[config.mk]
export PLATFORM = sky130hd
export DESIGN_NAME = drv_deadtime_inv
export DESIGN_NICKNAME = d
export VERILOG_FILES = /design/src/rtl/drv_dt_pkg.sv /design/src/rtl/drv_dt_ch.sv /design/src/rtl/drv_deadtime_inv.sv
export SDC_FILE = /design/constraint.sdc
export NUM_CORES = 1
export LEC_CHECK = 0
export ABC_AREA = 1
export BUFFER_PORTS_ARGS = -buffer_cell sky130_fd_sc_hd__buf_2
export CAP_MARGIN = 25
export CORE_AREA = 8 8 45 47
export CTS_CLUSTER_DIAMETER = 40
export DETAILED_ROUTE_END_ITERATION = 16
export DIE_AREA = 0 0 53 55
export PLACE_DENSITY = 0.77
export SLEW_MARGIN = 40
export SYNTH_ARGS = -nofsm -noshare
export SYNTH_HDL_FRONTEND = slang
export SYNTH_SLANG_ARGS = --single-unit
[constraint.sdc]
create_clock -name CLK -period 2.4 [get_ports CLK]
set_clock_uncertainty 0.2 [all_clocks]
set_input_delay 0.36 -clock CLK [delete_from_list [all_inputs] [get_ports CLK]]
set_output_delay 0.36 -clock CLK [all_outputs]
set_load 0.02 [all_outputs]
[src/rtl/drv_dt_pkg.sv]
// rtl/drv_dt_pkg.sv - shared types and constants for the dead-time inverter driver
//
// Purpose: per-channel state encoding and the minimum dead-time count used by
//          drv_dt_ch and drv_deadtime_inv.
// Ports:   none (package).

package drv_dt_pkg;

  // Per-channel switch-pair state, fixed 3-bit encoding.
  typedef enum logic [2:0] {
    ST_IDLE  = 3'd0,  // both switches off, waiting for en
    ST_DEAD  = 3'd1,  // both switches off, dead-time counting
    ST_ON_T  = 3'd2,  // top switch on
    ST_ON_B  = 3'd3,  // bottom switch on
    ST_FAULT = 3'd4   // both switches off, fault latched
  } dt_state_e;

  // Shortest dead time in cycles; a dt_cfg of 0 is raised to this value.
  localparam int unsigned DT_MIN = 1;

endpackage

[src/rtl/drv_dt_ch.sv]
// rtl/drv_dt_ch.sv - one switch-pair channel: state machine plus dead-time counter
//
// Purpose: drives one complementary top/bottom switch pair with break-before-make
//          dead time, enable gating and a latched fault shutdown.
// Ports:
//   clk      in   clock
//   rst      in   synchronous reset, active-high
//   en       in   enable; 0 forces the channel to IDLE unless it is in FAULT
//   dt_cfg   in   dead-time cycles, sampled on DEAD entry or reload
//   i        in   drive request: 1 = top on, 0 = bottom on
//   flt      in   fault level; forces FAULT from any state
//   flt_clr  in   fault clear pulse, honoured only while flt is low
//   o_top    out  top gate enable, registered
//   o_bot    out  bottom gate enable, registered
//   dead     out  1 while in DEAD, registered
//   flt_lat  out  1 while in FAULT, registered

module drv_dt_ch
  import drv_dt_pkg::*;
#(
  parameter int DT_W = 4
) (
  input  logic            clk,
  input  logic            rst,
  input  logic            en,
  input  logic [DT_W-1:0] dt_cfg,
  input  logic            i,
  input  logic            flt,
  input  logic            flt_clr,
  output logic            o_top,
  output logic            o_bot,
  output logic            dead,
  output logic            flt_lat
);

  localparam logic [DT_W-1:0] CNT_MIN = DT_W'(DT_MIN);
  localparam logic [DT_W-1:0] CNT_ONE = DT_W'(1);

  dt_state_e       state_q, state_d;
  logic [DT_W-1:0] cnt_q, cnt_d;
  logic            target_q, target_d;
  logic            o_top_q, o_top_d;
  logic            o_bot_q, o_bot_d;
  logic            dead_q, dead_d;
  logic            flt_lat_q, flt_lat_d;

  // Count loaded on every DEAD entry or restart; a zero setting still yields
  // one full dead cycle.
  logic [DT_W-1:0] dt_load;
  assign dt_load = (dt_cfg < CNT_MIN) ? CNT_MIN : dt_cfg;

  always_comb begin
    state_d  = state_q;
    cnt_d    = cnt_q;
    target_d = target_q;

    if (flt) begin
      state_d = ST_FAULT;
    end else if (!en && (state_q != ST_FAULT)) begin
      state_d = ST_IDLE;
    end else begin
      case (state_q)
        ST_IDLE: begin
          // en is known to be 1 here
          state_d  = ST_DEAD;
          target_d = i;
          cnt_d    = dt_load;
        end
        ST_DEAD: begin
          // A request change restarts the full dead time toward the new side;
          // it takes precedence over an expiring count so the old target is
          // never switched on.
          if (i != target_q) begin
            target_d = i;
            cnt_d    = dt_load;
          end else if (cnt_q <= CNT_MIN) begin
            state_d = target_q ? ST_ON_T : ST_ON_B;
          end else begin
            cnt_d = cnt_q - CNT_ONE;
          end
        end
        ST_ON_T: begin
          if (!i) begin
            state_d  = ST_DEAD;
            target_d = 1'b0;
            cnt_d    = dt_load;
          end
        end
        ST_ON_B: begin
          if (i) begin
            state_d  = ST_DEAD;
            target_d = 1'b1;
            cnt_d    = dt_load;
          end
        end
        ST_FAULT: begin
          // flt is known to be 0 here; the clear re-enters through DEAD so the
          // restart is always break-before-make.
          if (flt_clr) begin
            state_d  = ST_DEAD;
            target_d = i;
            cnt_d    = dt_load;
          end
        end
        default: begin
          state_d = ST_IDLE;
        end
      endcase
    end
  end

  // Outputs are decoded from the next state and registered, so they line up
  // exactly with state_q and never glitch.
  always_comb begin
    o_top_d   = (state_d == ST_ON_T);
    o_bot_d   = (state_d == ST_ON_B);
    dead_d    = (state_d == ST_DEAD);
    flt_lat_d = (state_d == ST_FAULT);
  end

  always_ff @(posedge clk) begin
    if (rst) begin
      state_q   <= ST_IDLE;
      cnt_q     <= '0;
      target_q  <= 1'b0;
      o_top_q   <= 1'b0;
      o_bot_q   <= 1'b0;
      dead_q    <= 1'b0;
      flt_lat_q <= 1'b0;
    end else begin
      state_q   <= state_d;
      cnt_q     <= cnt_d;
      target_q  <= target_d;
      o_top_q   <= o_top_d;
      o_bot_q   <= o_bot_d;
      dead_q    <= dead_d;
      flt_lat_q <= flt_lat_d;
    end
  end

  assign o_top   = o_top_q;
  assign o_bot   = o_bot_q;
  assign dead    = dead_q;
  assign flt_lat = flt_lat_q;

endmodule

[src/rtl/drv_deadtime_inv.sv]
// rtl/drv_deadtime_inv.sv - multi-channel dead-time inverter driver top level
//
// Purpose: NCH independent complementary switch-pair drivers sharing enable,
//          dead-time setting and fault clear. o_bot carries the inverted
//          request, o_top the true request, both with break-before-make gaps.
// Ports:
//   CLK      in   clock
//   RST      in   synchronous reset, active-high
//   CELV     in   brick supply pin, no logic function
//   CELG     in   brick ground pin, no logic function
//   SUB      in   substrate pin, no logic function
//   en       in   global enable
//   dt_cfg   in   [DT_W]  dead-time cycles shared by all channels
//   i        in   [NCH]   drive request per channel
//   flt      in   [NCH]   fault level per channel
//   flt_clr  in   fault clear pulse, shared
//   o_top    out  [NCH]   top gate enables
//   o_bot    out  [NCH]   bottom gate enables
//   dead     out  [NCH]   channel in DEAD
//   flt_lat  out  [NCH]   channel in FAULT

module drv_deadtime_inv
  import drv_dt_pkg::*;
#(
  parameter int NCH  = 1,
  parameter int DT_W = 4
) (
  input  logic            CLK,
  input  logic            RST,
  input  logic            CELV,
  input  logic            CELG,
  input  logic            SUB,
  input  logic            en,
  input  logic [DT_W-1:0] dt_cfg,
  input  logic [NCH-1:0]  i,
  input  logic [NCH-1:0]  flt,
  input  logic            flt_clr,
  output logic [NCH-1:0]  o_top,
  output logic [NCH-1:0]  o_bot,
  output logic [NCH-1:0]  dead,
  output logic [NCH-1:0]  flt_lat
);

  // Supply pins exist only so the brick netlists like the original inverter.
  logic unused_supply;
  assign unused_supply = CELV ^ CELG ^ SUB;

  for (genvar g = 0; g < NCH; g++) begin : g_ch
    drv_dt_ch #(
      .DT_W (DT_W)
    ) u_ch (
      .clk     (CLK),
      .rst     (RST),
      .en      (en),
      .dt_cfg  (dt_cfg),
      .i       (i[g]),
      .flt     (flt[g]),
      .flt_clr (flt_clr),
      .o_top   (o_top[g]),
      .o_bot   (o_bot[g]),
      .dead    (dead[g]),
      .flt_lat (flt_lat[g])
    );
  end

endmodule

* Word level (Yosys, flattened, before mapping)
Index checks and enable logic that the tools add are counted.
** Storage, ports and cells
- Bits in registers :: 12
- Logic and storage cells :: 54
- Output and inout port bits :: 4
- Bits of input ports :: 13
** Operators by class
- Muxes and demuxes :: 21
- Reduce and logical (&&, ||, !) cells :: 6
- Bitwise logic cells :: 2
- Add/subtract/negate cells :: 1
- Equal/unequal tests :: 15
- Order comparisons :: 2
** Operator list (number)
- $mux W4 :: 6
- $mux W3 :: 7
- $pmux W4 S5 :: 1
- $pmux W3 S5 :: 1
- $reduce_and A7 Y1 :: 2
- $eq A3 B2 Y1 const B :: 4
- $eq A3 B1 Y1 const B :: 2
- $eq A3 B3 Y1 const B :: 2
- $ne A2 B2 Y1 const B :: 3
- $mux W1 :: 5
- $pmux W1 S5 :: 1
- $reduce_bool A5 Y1 :: 1
- $le A4 B1 Y1 const B :: 1
- $lt A4 B1 Y1 const B :: 1
- $sub A4 B1 Y4 const B :: 1
- $logic_not A3 Y1 :: 1
- $ne A3 B2 Y1 const B :: 1
- $ne A3 B3 Y1 const B :: 1
- $ne A2 B1 Y1 const B :: 1
- $not A1 Y1 :: 2
- $logic_and A1 B1 Y1 :: 1
- $logic_not A1 Y1 :: 1
- $ne A1 B1 Y1 :: 1

* Depth between registers and ports, before layout
Gate-level depths: netlist (run 1).
- Depth after elaboration :: 7
- Depth in mapped cells :: 11
- Mapped depth without buffers :: 11

* Least setup slack after synthesis (run 1)
No wires, ideal clock.
- Kind :: reg2reg
- Start point :: register g_ch[0].u_ch.cnt_q[0]
- End point :: register g_ch[0].u_ch.cnt_q[0]
- Cell stages (with the launch flop) :: 11
- Setup slack :: 905 ps
- Required time :: 2086 ps
- Clock period less this slack :: 1495 ps
- Setup time :: 114 ps
- Arrival time :: 1181 ps
- Path buffers :: 0
- Cell sequence :: dfxtp_1 -> inv_1 -> ha_1 -> nor2_1 -> nor2_1 -> nand3_1 -> nand2_2 -> nor2_4 -> nand2_1 -> nand2_1 -> nor2_2
** On the way
- Longest elaborated chain between the ends :: 4
- Elaborated cells between the ends (all ways) :: 7
- Those cells by class :: add/sub (1); order compare (1); eq/ne (1); mux (3); reduce/logical (1)
** RTL lines
- from (decl) :: RTL line drv_dt_ch.sv:40 : logic [DT_W-1:0] cnt_q, cnt_d;
- from (signal assigned) :: RTL line drv_dt_ch.sv:132 : cnt_q <= cnt_d;
- $sub A4 B1 Y4 :: RTL line drv_dt_ch.sv:79 : cnt_d = cnt_q - CNT_ONE;
- $mux W4 :: RTL line drv_dt_ch.sv:76 : end else if (cnt_q <= CNT_MIN) begin
- $mux W4 :: RTL line drv_dt_ch.sv:73 : if (i != target_q) begin
- $pmux W4 S5 :: RTL line drv_dt_ch.sv:62 : case (state_q)
Several ways; a longest one is shown, not always the timed one. The select of a mux whose other input is x is not followed.
A chain may end at the register's enable or synchronous reset.

* Final worst setup path (run 1)
- Start point :: register g_ch[0].u_ch.cnt_q[0]
- End point :: register g_ch[0].u_ch.cnt_q[2]
The elaborated chain is that of the path after synthesis.

==> results of run 1 <==
## flip-flops by register name, indices dropped and copies added (netlist names)
| register | count |
|---|---|
| g_ch.u_ch.flt_lat | 1 |
| g_ch.u_ch.cnt_q | 4 |
| g_ch.u_ch.o_top | 1 |
| g_ch.u_ch.state_q | 3 |
| g_ch.u_ch.o_bot | 1 |
| g_ch.u_ch.target_q | 1 |
| g_ch.u_ch.dead | 1 |
## cells in the mapped netlist (2+ instances only)
cell,n
nand2_1,37
nor2_1,19
o21ai_0,4
dfxtp_1,12
nor2_2,4
ha_1,2
nand2_2,3
inv_1,16
nand3_1,7
## per-layer routing
layer / vias up / routed length (um)
met5: - / 0
met4: 0 / 8
met3: 2 / 78
met2: 20 / 746
met1: 312 / 625
li1: 378 / -
## power by group through the flow
stage               Sequential, mW  Clock (mW)  Combinational [mW]
floorplan                    0.225           0              0.0683
global placement             0.223           0              0.0926
detailed placement           0.224           0              0.0961
CTS                          0.219       0.163              0.0966
global route                 0.221       0.175               0.110
finish                       0.219       0.158              0.0957
## stage by stage
step | util (%) | cells | hold WS (ns) | setup slack [ns] | total power [mW]
5_1_grt | 59.0 | 146 | 0.101 | 0.571 | 0.506
2_1_floorplan | - | 113 | 0.232 | 0.905 | 0.293
3_5_place_dp | 56.4 | 142 | 0.272 | 0.712 | 0.320
4_1_cts | 59.0 | 146 | 0.0951 | 0.700 | 0.478
6_report | 59.0 | 146 | 0.101 | 0.723 | 0.472
3_3_place_gp | 56.4 | 142 | 0.267 | 0.749 | 0.316
## layout make-up
cell class | instances | share of cell area [%]
Multi-Input combinational cell | 84 | 47.9
Sequential cell | 12 | 29.4
Timing Repair Buffer | 13 | 7.96
Inverter | 17 | 7.81
Clock buffer | 4 | 4.44
Tap cell | 16 | 2.45
## cells in the final DEF (no fill, tap or decap), types with 3 or more instances in the layout
| cell | Yosys | routed |
|---|---|---|
| buf_2 | 0 | 13 |
| clkbuf_4 | 0 | 3 |
| dfxtp_1 | 12 | 12 |
| inv_1 | 16 | 16 |
| nand2_1 | 37 | 37 |
| nand2_2 | 3 | 3 |
| nand3_1 | 7 | 7 |
| nor2_1 | 19 | 19 |
| nor2_2 | 4 | 4 |
| o21ai_0 | 4 | 4 |
## kinds of logic after synthesis
| family | after synthesis | share of synthesized area, % |
|---|---|---|
| AND/OR/NAND/NOR | 74 | 45.9 |
| buffers and inverters | 17 | 9.17 |
| flip-flops | 12 | 34.5 |
| AO/OA/AOI/OAI | 7 | 5.57 |
| adder cells (fa/ha/maj) | 2 | 3.60 |
| XOR/XNOR | 1 | 1.26 |
## how the worst max path moves through the flow
| stage | startpoint | endpoint | slack (ns) |
|---|---|---|---|
| 2_1_floorplan | g_ch[0].u_ch.cnt_q[0] | g_ch[0].u_ch.cnt_q[0] | 0.91 |
| 6_report | g_ch[0].u_ch.cnt_q[0] | g_ch[0].u_ch.cnt_q[2] | 0.72 |
| 4_1_cts | g_ch[0].u_ch.cnt_q[0] | g_ch[0].u_ch.cnt_q[2] | 0.70 |
| 5_1_grt | g_ch[0].u_ch.cnt_q[0] | g_ch[0].u_ch.cnt_q[2] | 0.57 |
| 3_5_place_dp | g_ch[0].u_ch.cnt_q[0] | g_ch[0].u_ch.cnt_q[2] | 0.71 |
| 3_3_place_gp | g_ch[0].u_ch.cnt_q[0] | g_ch[0].u_ch.cnt_q[2] | 0.75 |
## worst max-delay path: cells and delay by family, from the launching register on
family | cells | cell delay, ns
and+or+nand+nor | 8 | 0.67
DFF | 1 | 0.33
adders and majority gates | 1 | 0.20
buffers and inverters | 2 | 0.17
==> flow_summary_export.csv, run 1 <==
group,metric,value,unit
run_status,outcome,"finished clean",
power,seqPwrFrac,46.3,%
run,cap_violations,0,
detailed_routing,wirelength,1460,um
timing,slew_headroom,87.2,%
floorplanning,core_region_area,1380,um^2
worst_setup_path,startpoint_type,"flop",
layout,n_antenna_cell,0,
yosys,avgSynthCellArea,6.16,um^2
yosys,async_reset_ff_share,0,%
timing,fin_setup_tns,0,ns
clocking,cts_made_buffers,3,
placed_design,dp_hpwl,1220,um
worst_setup_path,path_max_fanout,4,
worst_hold_path,hold_start,"RST",
floorplanning,start_util,50.3,%
worst_setup_path,cpPeakStageDelay,0.33,ns
layout,area_growth,17.4,%
clocking,cts_root_buf,"clkbuf_4",
layout,drive_gt1_share,20.8,%
yosys,syn_nets,128,
timing,finalHoldViolations,0,
clocking,clock_sinks,12,
worst_setup_path,crit_type,"flop to flop",
global_route,grt_use_met1,11.0,%
yosys,yosysTopAreaCell,"dfxtp_1",
clocking,cts-hold-fix-buffers,0,
power,p_int,0.340,mW
clocking,cts_resized,0,
worst_setup_path,worstPathRequired,2.37,ns
power,comb_power_share,20.3,%
yosys,synth_area,696,um^2
floorplanning,core.rowCount,14,
clocking,h-tree-depth,1,
detailed_routing,drt_iter0_drc,14,
power,pwr_density_cell,578,nW/um^2
worst_setup_path,cp_cell_sequence,"inv_1, ha_1, nor2_1, nor2_1, nand3_1, nand2_2, inv_1, nand2_1, nand2_1, nand2_1, nor2_1",
clocking,cts_buffer_depth,2,
detailed_routing,wl_per_cell,9.99,um
timing,slew_violations,0,
clocking,cts_tree,"done",
timing,finalCritPeriodShare,69.9,%
global_route,grtUsageTotal,10.7,%
timing,worst_slew_pin_slew,0.191,ns
timing,setup_viol,0,
yosys,ys_warn_count,0,
detailed_routing,drt_first_pass_iters,4,
yosys,ys.flop_type,"dfxtp_1",
yosys,ys_seq_area_share,34.5,%
power,p_leak,0.452,nW
global_route,grt_max_degree,10,
floorplanning,dieWidth,53,um
global_route,grt.overflow.total,0,
worst_setup_path,ff2ff_setup_slack,0.72,ns
global_route,antenna_found_initial,0,
yosys,synth_top_area_share,34.5,%
worst_hold_path,min_path_cells,2,
timing,max_freq,0.596,GHz
clocking,clk-insertion-delay-late,0.27,ns
detailed_routing,vias_per_cell,4.88,
placed_design,io_buffers,13,
detailed_routing,drc_errors,0,
layout,design_area,817,um^2
detailed_routing,vias,712,
worst_hold_path,min_to,"g_ch[0].u_ch.dead",
worst_setup_path,critical_path_arrival,1.65,ns
detailed_routing,antenna_left,0,
worst_setup_path,reg2reg_depth,11,
timing,rsz0062_at_grt,"no",
layout,nNetsFinal,146,
clocking,cts_setup_buffers,0,
global_route,use_met3,1.87,%
global_route,grt_pass1_vias,672,
global_route,grt_pass1_wl,2450,um
power,vdd_drop_max,403,uV
global_route,busiest_layer,"met2",
layout,nFillCells,146,
power,pwr-share-clk,33.4,%
clocking,clk_pin_slew,0.08,ns
yosys,syn_inst,113,
power,p_sw,0.133,mW
floorplanning,fp.dieH,55,um
worst_setup_path,r2r-start,"g_ch[0].u_ch.cnt_q[0]",
timing,fin_crit,1.68,ns
worst_setup_path,end_kind,"flop",
yosys,synthTopCellsByArea,"dfxtp_1, nand2_1, nor2_1, inv_1, nand3_1",
placed_design,gp_congestion,0.798,
yosys,synth_edf_count,0,
floorplanning,ioPinCount,17,
worst_setup_path,worstReg2RegEnd,"g_ch[0].u_ch.cnt_q[2]",
layout,multi_input_area,392,um^2
placed_design,place_area,781,um^2
worst_setup_path,crit_slowest_cell,"dfxtp_1",
floorplanning,die-area,2920,um^2
global_route,met2_usage,20.5,%
power,p_sw_share,28.1,%
layout,regArea,240,um^2
yosys,ys_types,18,
worst_hold_path,min-delay-path-class,"primary input to flop",
yosys,synth-seq-cells,12,
(Power assumes the default switching activity.)
==> run 2: changes to the inputs <==
CORE_AREA = default   (was 8 8 45 47)
CORE_MARGIN = 8   (was default)
CORE_UTILIZATION = 45   (was default)
DIE_AREA = default   (was 0 0 53 55)
PLACE_DENSITY = 0.71   (was 0.77)
clock period = 1.36 ns   (was 2.4 ns; I/O delays follow)
==> flow_summary_export.csv, run 2 (same netlist as run 1, synthesis figures left out) <==
group,metric,value,unit
run_status,outcome,"finished with violations",
run_status,violations,"setup timing",
worst_setup_path,startpoint_type,"flop",
power,p_sw_share,30.4,%
global_route,antenna_found_initial,0,
worst_setup_path,crit_type,"flop to flop",
layout,design_area,1060,um^2
layout,largestRegisters,"g_ch.u_ch.cnt_q (4), g_ch.u_ch.state_q (3)",
layout,final_cells,160,
worst_setup_path,cp_cell_sequence,"nor2_4, nand2_2, a21oi_2, nand2_2, nor2_4, nand2_1, nand2_1, nor2_1",
clocking,cts_made_buffers,3,
global_route,grt.overflow.total,0,
power,p_sw,0.286,mW
worst_hold_path,hold_start,"dt_cfg[2]",
placed_design,dp.cells,154,
timing,worst_slew_pin_slew,0.250,ns
worst_setup_path,r2r-start,"g_ch[0].u_ch.state_q[1]",
clocking,clock_sinks,12,
clocking,cts_tree,"done",
detailed_routing,drt_first_pass_iters,4,
layout,n_antenna_cell,0,
placed_design,place_area,883,um^2
floorplanning,die-area,3060,um^2
power,seqPwrFrac,41.4,%
layout,nNetsFinal,160,
placed_design,io_buffers,13,
power,power,0.941,mW
floorplanning,fp.dieH,55.3,um
timing,max_freq,0.666,GHz
clocking,cts_root_buf,"clkbuf_4",
layout,area_growth,52.9,%
global_route,grt_pass1_vias,705,
worst_setup_path,cp_num_buf_inv,0,
global_route,grt_max_degree,9,
floorplanning,ioPinCount,17,
timing,rsz0062_at_grt,"yes",
detailed_routing,vias,790,
clocking,clk_pin_slew,0.09,ns
worst_setup_path,worstPathRequired,1.34,ns
placed_design,gp_congestion,0.856,
layout,drive_gt1_share,47.2,%
worst_setup_path,reg2reg_depth,8,
layout,layout_commonest_cell,"nand2_1",
clocking,clk-insertion-delay-late,0.28,ns
worst_hold_path,min_path_cells,5,
placed_design,dp_hpwl,1260,um
worst_setup_path,worstReg2RegEnd,"g_ch[0].u_ch.cnt_q[3]",
timing,slew_violations,0,
power,vdd_drop_max,727,uV
detailed_routing,vias_per_cell,4.94,
timing,finalCritPeriodShare,110,%
timing,slew_headroom,83.3,%
worst_hold_path,min-delay-path-class,"primary input to flop",
detailed_routing,drt_iter0_drc,13,
power,pwr_density_cell,885,nW/um^2
layout,largest_reg_flops,4,
timing,fin_crit,1.50,ns
timing,finalHoldViolations,0,
clocking,h-tree-depth,1,
detailed_routing,drc_errors,0,
layout,layout_common_cells,"nand2_1, nor2_1, buf_2",
power,p_int,0.655,mW
floorplanning,dieWidth,55.3,um
worst_setup_path,cpPeakStageDelay,0.38,ns
power,pwr-share-clk,30.9,%
worst_setup_path,critPathTopFamily,"simple AND/OR/NAND/NOR gates",
worst_setup_path,ff2ff_setup_slack,-0.14,ns
worst_setup_path,cp-startpoint,"g_ch[0].u_ch.state_q[1]",
timing,layout_setup_ws,-0.140,ns
timing,setup_viol,9,
floorplanning,core_region_area,1470,um^2
worst_hold_path,min_to,"g_ch[0].u_ch.cnt_q[2]",
layout,top_register,"g_ch.u_ch.cnt_q",
worst_setup_path,end_kind,"flop",
power,p_leak,0.541,nW
clocking,cts_buffer_depth,2,
run,cap_violations,0,
placed_design,pre_cts_ws,-0.145,ns
detailed_routing,antenna_left,0,
worst_setup_path,crit_slowest_cell,"dfxtp_4",
global_route,grt_pass1_wl,2860,um
floorplanning,core.rowCount,14,
global_route,grtUsageTotal,10.7,%
worst_setup_path,critical_path_arrival,1.48,ns
detailed_routing,wirelength,1830,um
layout,nFillCells,121,
floorplanning,start_util,47.3,%
detailed_routing,wl_per_cell,11.4,um
worst_setup_path,path_max_fanout,6,
power,comb_power_share,27.7,%
run 2: worst max-delay path by stage:
stage / endpoint / slack [ns] / cells after the start
finish: g_ch[0].u_ch.cnt_q[3] / -0.14 / 8
floorplan: g_ch[0].u_ch.cnt_q[2] / -0.05 / 11
global route: g_ch[0].u_ch.cnt_q[3] / -0.23 / 10
global placement: g_ch[0].u_ch.o_top / -0.14 / 10
detailed placement: g_ch[0].u_ch.o_top / -0.14 / 10
CTS: g_ch[0].u_ch.o_top / -0.13 / 10
run 2: stage by stage:
step           hold slack (ns)  setup TNS (ns)  utilization (%)
2_1_floorplan           0.0764          -0.234                -
3_3_place_gp             0.230          -0.934             60.0
3_5_place_dp             0.231           -1.05             60.0
4_1_cts                  0.101          -0.827             66.2
5_1_grt                  0.144           -1.61             72.3
6_report                0.0934          -0.813             72.3
run 2: what timing repair did:
action,CTS,global route
endpoints found under the setup margin,10,10
endpoints found under the hold margin,4,0
resized for setup,15,27
hold buffers,1,0
gates cloned,0,0
setup buffers,1,0
pin swaps,6,13
run 2: worst register-to-register path: stages, from the launching register on:
cell and delay, ns:
dfxtp_4 0.38, nor2_4 0.13, nand2_2 0.07, a21oi_2 0.17, nand2_2 0.09, nor2_4 0.16, nand2_1 0.08, nand2_1 0.07
nor2_1 0.05
run 2: power groups by stage:
stage | Clock [mW] | Combinational, mW | Sequential [mW]
2_1_floorplan | 0 | 0.128 | 0.397
5_1_grt | 0.304 | 0.292 | 0.393
6_report | 0.290 | 0.261 | 0.390
3_3_place_gp | 0 | 0.207 | 0.394
3_5_place_dp | 0 | 0.213 | 0.394
4_1_cts | 0.290 | 0.231 | 0.387
run 2: layout make-up:
class / count / area (um^2) / share of cell area (%)
Clock buffer: 4 / 36.3 / 3.41
Inverter: 17 / 68.8 / 6.47
Sequential cell: 12 / 255 / 24.0
Multi-Input combinational cell: 84 / 503 / 47.3
Tap cell: 16 / 20.0 / 1.88
Timing Repair Buffer: 27 / 180 / 16.9
run 2: routing by layer:
metal / vias to the layer above / track usage, % / wire, um
met2: 16 / 18.8 / 926
met4: 0 / 4.58 / 38
met1: 358 / 11.9 / 779
li1: 412 / - / -
met3: 4 / 2.51 / 82
met5: - / 0 / 0
==> run 3: changes to the inputs <==
CORE_UTILIZATION = 50   (was 45)
PLACE_DENSITY = 0.74   (was 0.71)
clock period = 1.4 ns   (was 1.36 ns; I/O delays follow)
==> flow_summary_export.csv, run 3 (same netlist as run 1, synthesis figures left out) <==
group,metric,value,unit
placed_design,gp_congestion,0.802,
power,p_sw,0.298,mW
layout,layout_common_cells,"nand2_1, buf_4, nor2_1",
global_route,grtUsageTotal,13.2,%
global_route,grt_max_degree,9,
placed_design,place_area,875,um^2
layout,nFillCells,76,
power,comb_power_share,31.3,%
timing,finalCritPeriodShare,113,%
floorplanning,core.rowCount,13,
worst_hold_path,min_path_cells,4,
worst_setup_path,reg2reg_depth,11,
worst_setup_path,path_max_fanout,3,
detailed_routing,drt_first_pass_iters,4,
layout,nNetsFinal,163,
layout,top_register,"g_ch.u_ch.cnt_q",
layout,drive_gt1_share,51.0,%
power,vdd_drop_max,586,uV
clocking,clk_pin_slew,0.08,ns
layout,area_growth,62.1,%
timing,worst_slew_pin_slew,0.296,ns
clocking,cts_buffer_depth,2,
layout,design_area,1130,um^2
global_route,antenna_found_initial,0,
layout,final_cells,162,
worst_setup_path,end_kind,"flop",
layout,largestRegisters,"g_ch.u_ch.cnt_q (4), g_ch.u_ch.state_q (3)",
timing,fin_setup_tns,-0.877,ns
power,p_leak,0.579,nW
layout,n_antenna_cell,0,
placed_design,io_buffers,13,
worst_setup_path,r2r-start,"g_ch[0].u_ch.cnt_q[0]",
clocking,clk-insertion-delay-late,0.27,ns
global_route,grt.overflow.total,0,
floorplanning,dieWidth,53.3,um
global_route,grt_pass1_vias,678,
power,pwr_density_cell,846,nW/um^2
global_route,grt_pass1_wl,2880,um
clocking,clock_sinks,12,
timing,slew_headroom,80.1,%
layout,largest_reg_flops,4,
detailed_routing,vias_per_cell,4.98,
worst_hold_path,min-delay-path-class,"primary input to flop",
floorplanning,die-area,2840,um^2
detailed_routing,antenna_left,0,
clocking,cts_made_buffers,3,
detailed_routing,wirelength,2170,um
floorplanning,ioPinCount,17,
worst_setup_path,critical_path_arrival,1.55,ns
power,p_int,0.656,mW
clocking,cts_tree,"done",
run,cap_violations,0,
power,pwr-share-clk,28.8,%
worst_hold_path,min_to,"g_ch[0].u_ch.cnt_q[1]",
floorplanning,core_region_area,1300,um^2
worst_setup_path,ff2ff_setup_slack,-0.18,ns
timing,fin_crit,1.58,ns
timing,rsz0062_at_grt,"yes",
worst_setup_path,worstPathRequired,1.37,ns
worst_setup_path,startpoint_type,"flop",
run_status,violations,"setup timing",
placed_design,pre_cts_ws,-0.158,ns
placed_design,dp.cells,152,
worst_setup_path,worstReg2RegEnd,"g_ch[0].u_ch.cnt_q[2]",
timing,finalHoldViolations,0,
placed_design,dp_hpwl,1270,um
detailed_routing,vias,806,
detailed_routing,drc_errors,0,
timing,layout_setup_ws,-0.181,ns
floorplanning,fp.dieH,53.3,um
detailed_routing,wl_per_cell,13.4,um
power,seqPwrFrac,39.8,%
timing,max_freq,0.633,GHz
run_status,outcome,"finished with violations",
timing,slew_violations,0,
detailed_routing,drt_iter0_drc,22,
worst_setup_path,crit_type,"flop to flop",
layout,layout_commonest_cell,"nand2_1",
clocking,h-tree-depth,1,
clocking,cts_root_buf,"clkbuf_4",
timing,setup_viol,10,
worst_hold_path,hold_start,"RST",
power,p_sw_share,31.2,%
floorplanning,start_util,53.5,%
## run 3: timing repair
| item | in CTS | in global routing |
|---|---|---|
| hold buffers | 1 | 0 |
| pin swaps | 8 | 22 |
| setup endpoints to repair | 10 | 10 |
| gates resized for setup | 15 | 35 |
| hold endpoints to repair | 4 | 0 |
| setup buffers | 2 | 3 |
## run 3: cell type report
class | count | area, um^2 | area share, %
multi-input combinational | 84 | 543 | 48.2
sequential | 12 | 256 | 22.8
timing repair buffer | 30 | 199 | 17.6
inverter | 17 | 73.8 | 6.55
clock buffer | 4 | 36.3 | 3.22
tap | 15 | 18.8 | 1.66
## run 3: power groups by stage
stage	sequential (mW)	clock (mW)	combinational (mW)
2_1_floorplan	0.386	0	0.124
4_1_cts	0.379	0.282	0.231
3_5_place_dp	0.383	0	0.211
6_report	0.380	0.275	0.299
5_1_grt	0.384	0.300	0.325
3_3_place_gp	0.382	0	0.207
## run 3: critical path, stage by stage, from the launching register on
cell and delay [ns]:
dfxtp_4 0.37, inv_4 0.07, ha_4 0.14, nor2_4 0.03, nor2_2 0.10, nand3_1 0.09, nand2_2 0.13, inv_4 0.06
nand2_4 0.08, nand2_1 0.07, nand2_1 0.08, nor2_1 0.05
## run 3: metrics by stage
stage               utilization, %  hold slack, ns  total power, mW
floorplan                        -          0.0824            0.510
global placement              67.2           0.234            0.589
detailed placement            67.2           0.241            0.594
CTS                           75.0          0.0711            0.892
global route                  86.6           0.120             1.01
finish                        86.6           0.103            0.954
## run 3: worst max path at each step
stage / startpoint / end / slack, ns
5_1_grt: g_ch[0].u_ch.cnt_q[0] / g_ch[0].u_ch.cnt_q[2] / -0.27
3_3_place_gp: g_ch[0].u_ch.cnt_q[1] / g_ch[0].u_ch.o_top / -0.12
4_1_cts: g_ch[0].u_ch.cnt_q[0] / g_ch[0].u_ch.o_top / -0.13
6_report: g_ch[0].u_ch.cnt_q[0] / g_ch[0].u_ch.cnt_q[2] / -0.18
2_1_floorplan: g_ch[0].u_ch.cnt_q[1] / g_ch[0].u_ch.cnt_q[2] / -0.01
3_5_place_dp: g_ch[0].u_ch.cnt_q[0] / g_ch[0].u_ch.o_top / -0.16
## run 3: routing by layer
metal | share of wire (%) | GRT usage [%]
met1 | 44 | 14.6
met2 | 50 | 23.4
met4 | 1.7 | 5.04
met5 | 0 | 0
met3 | 4.5 | 3.08
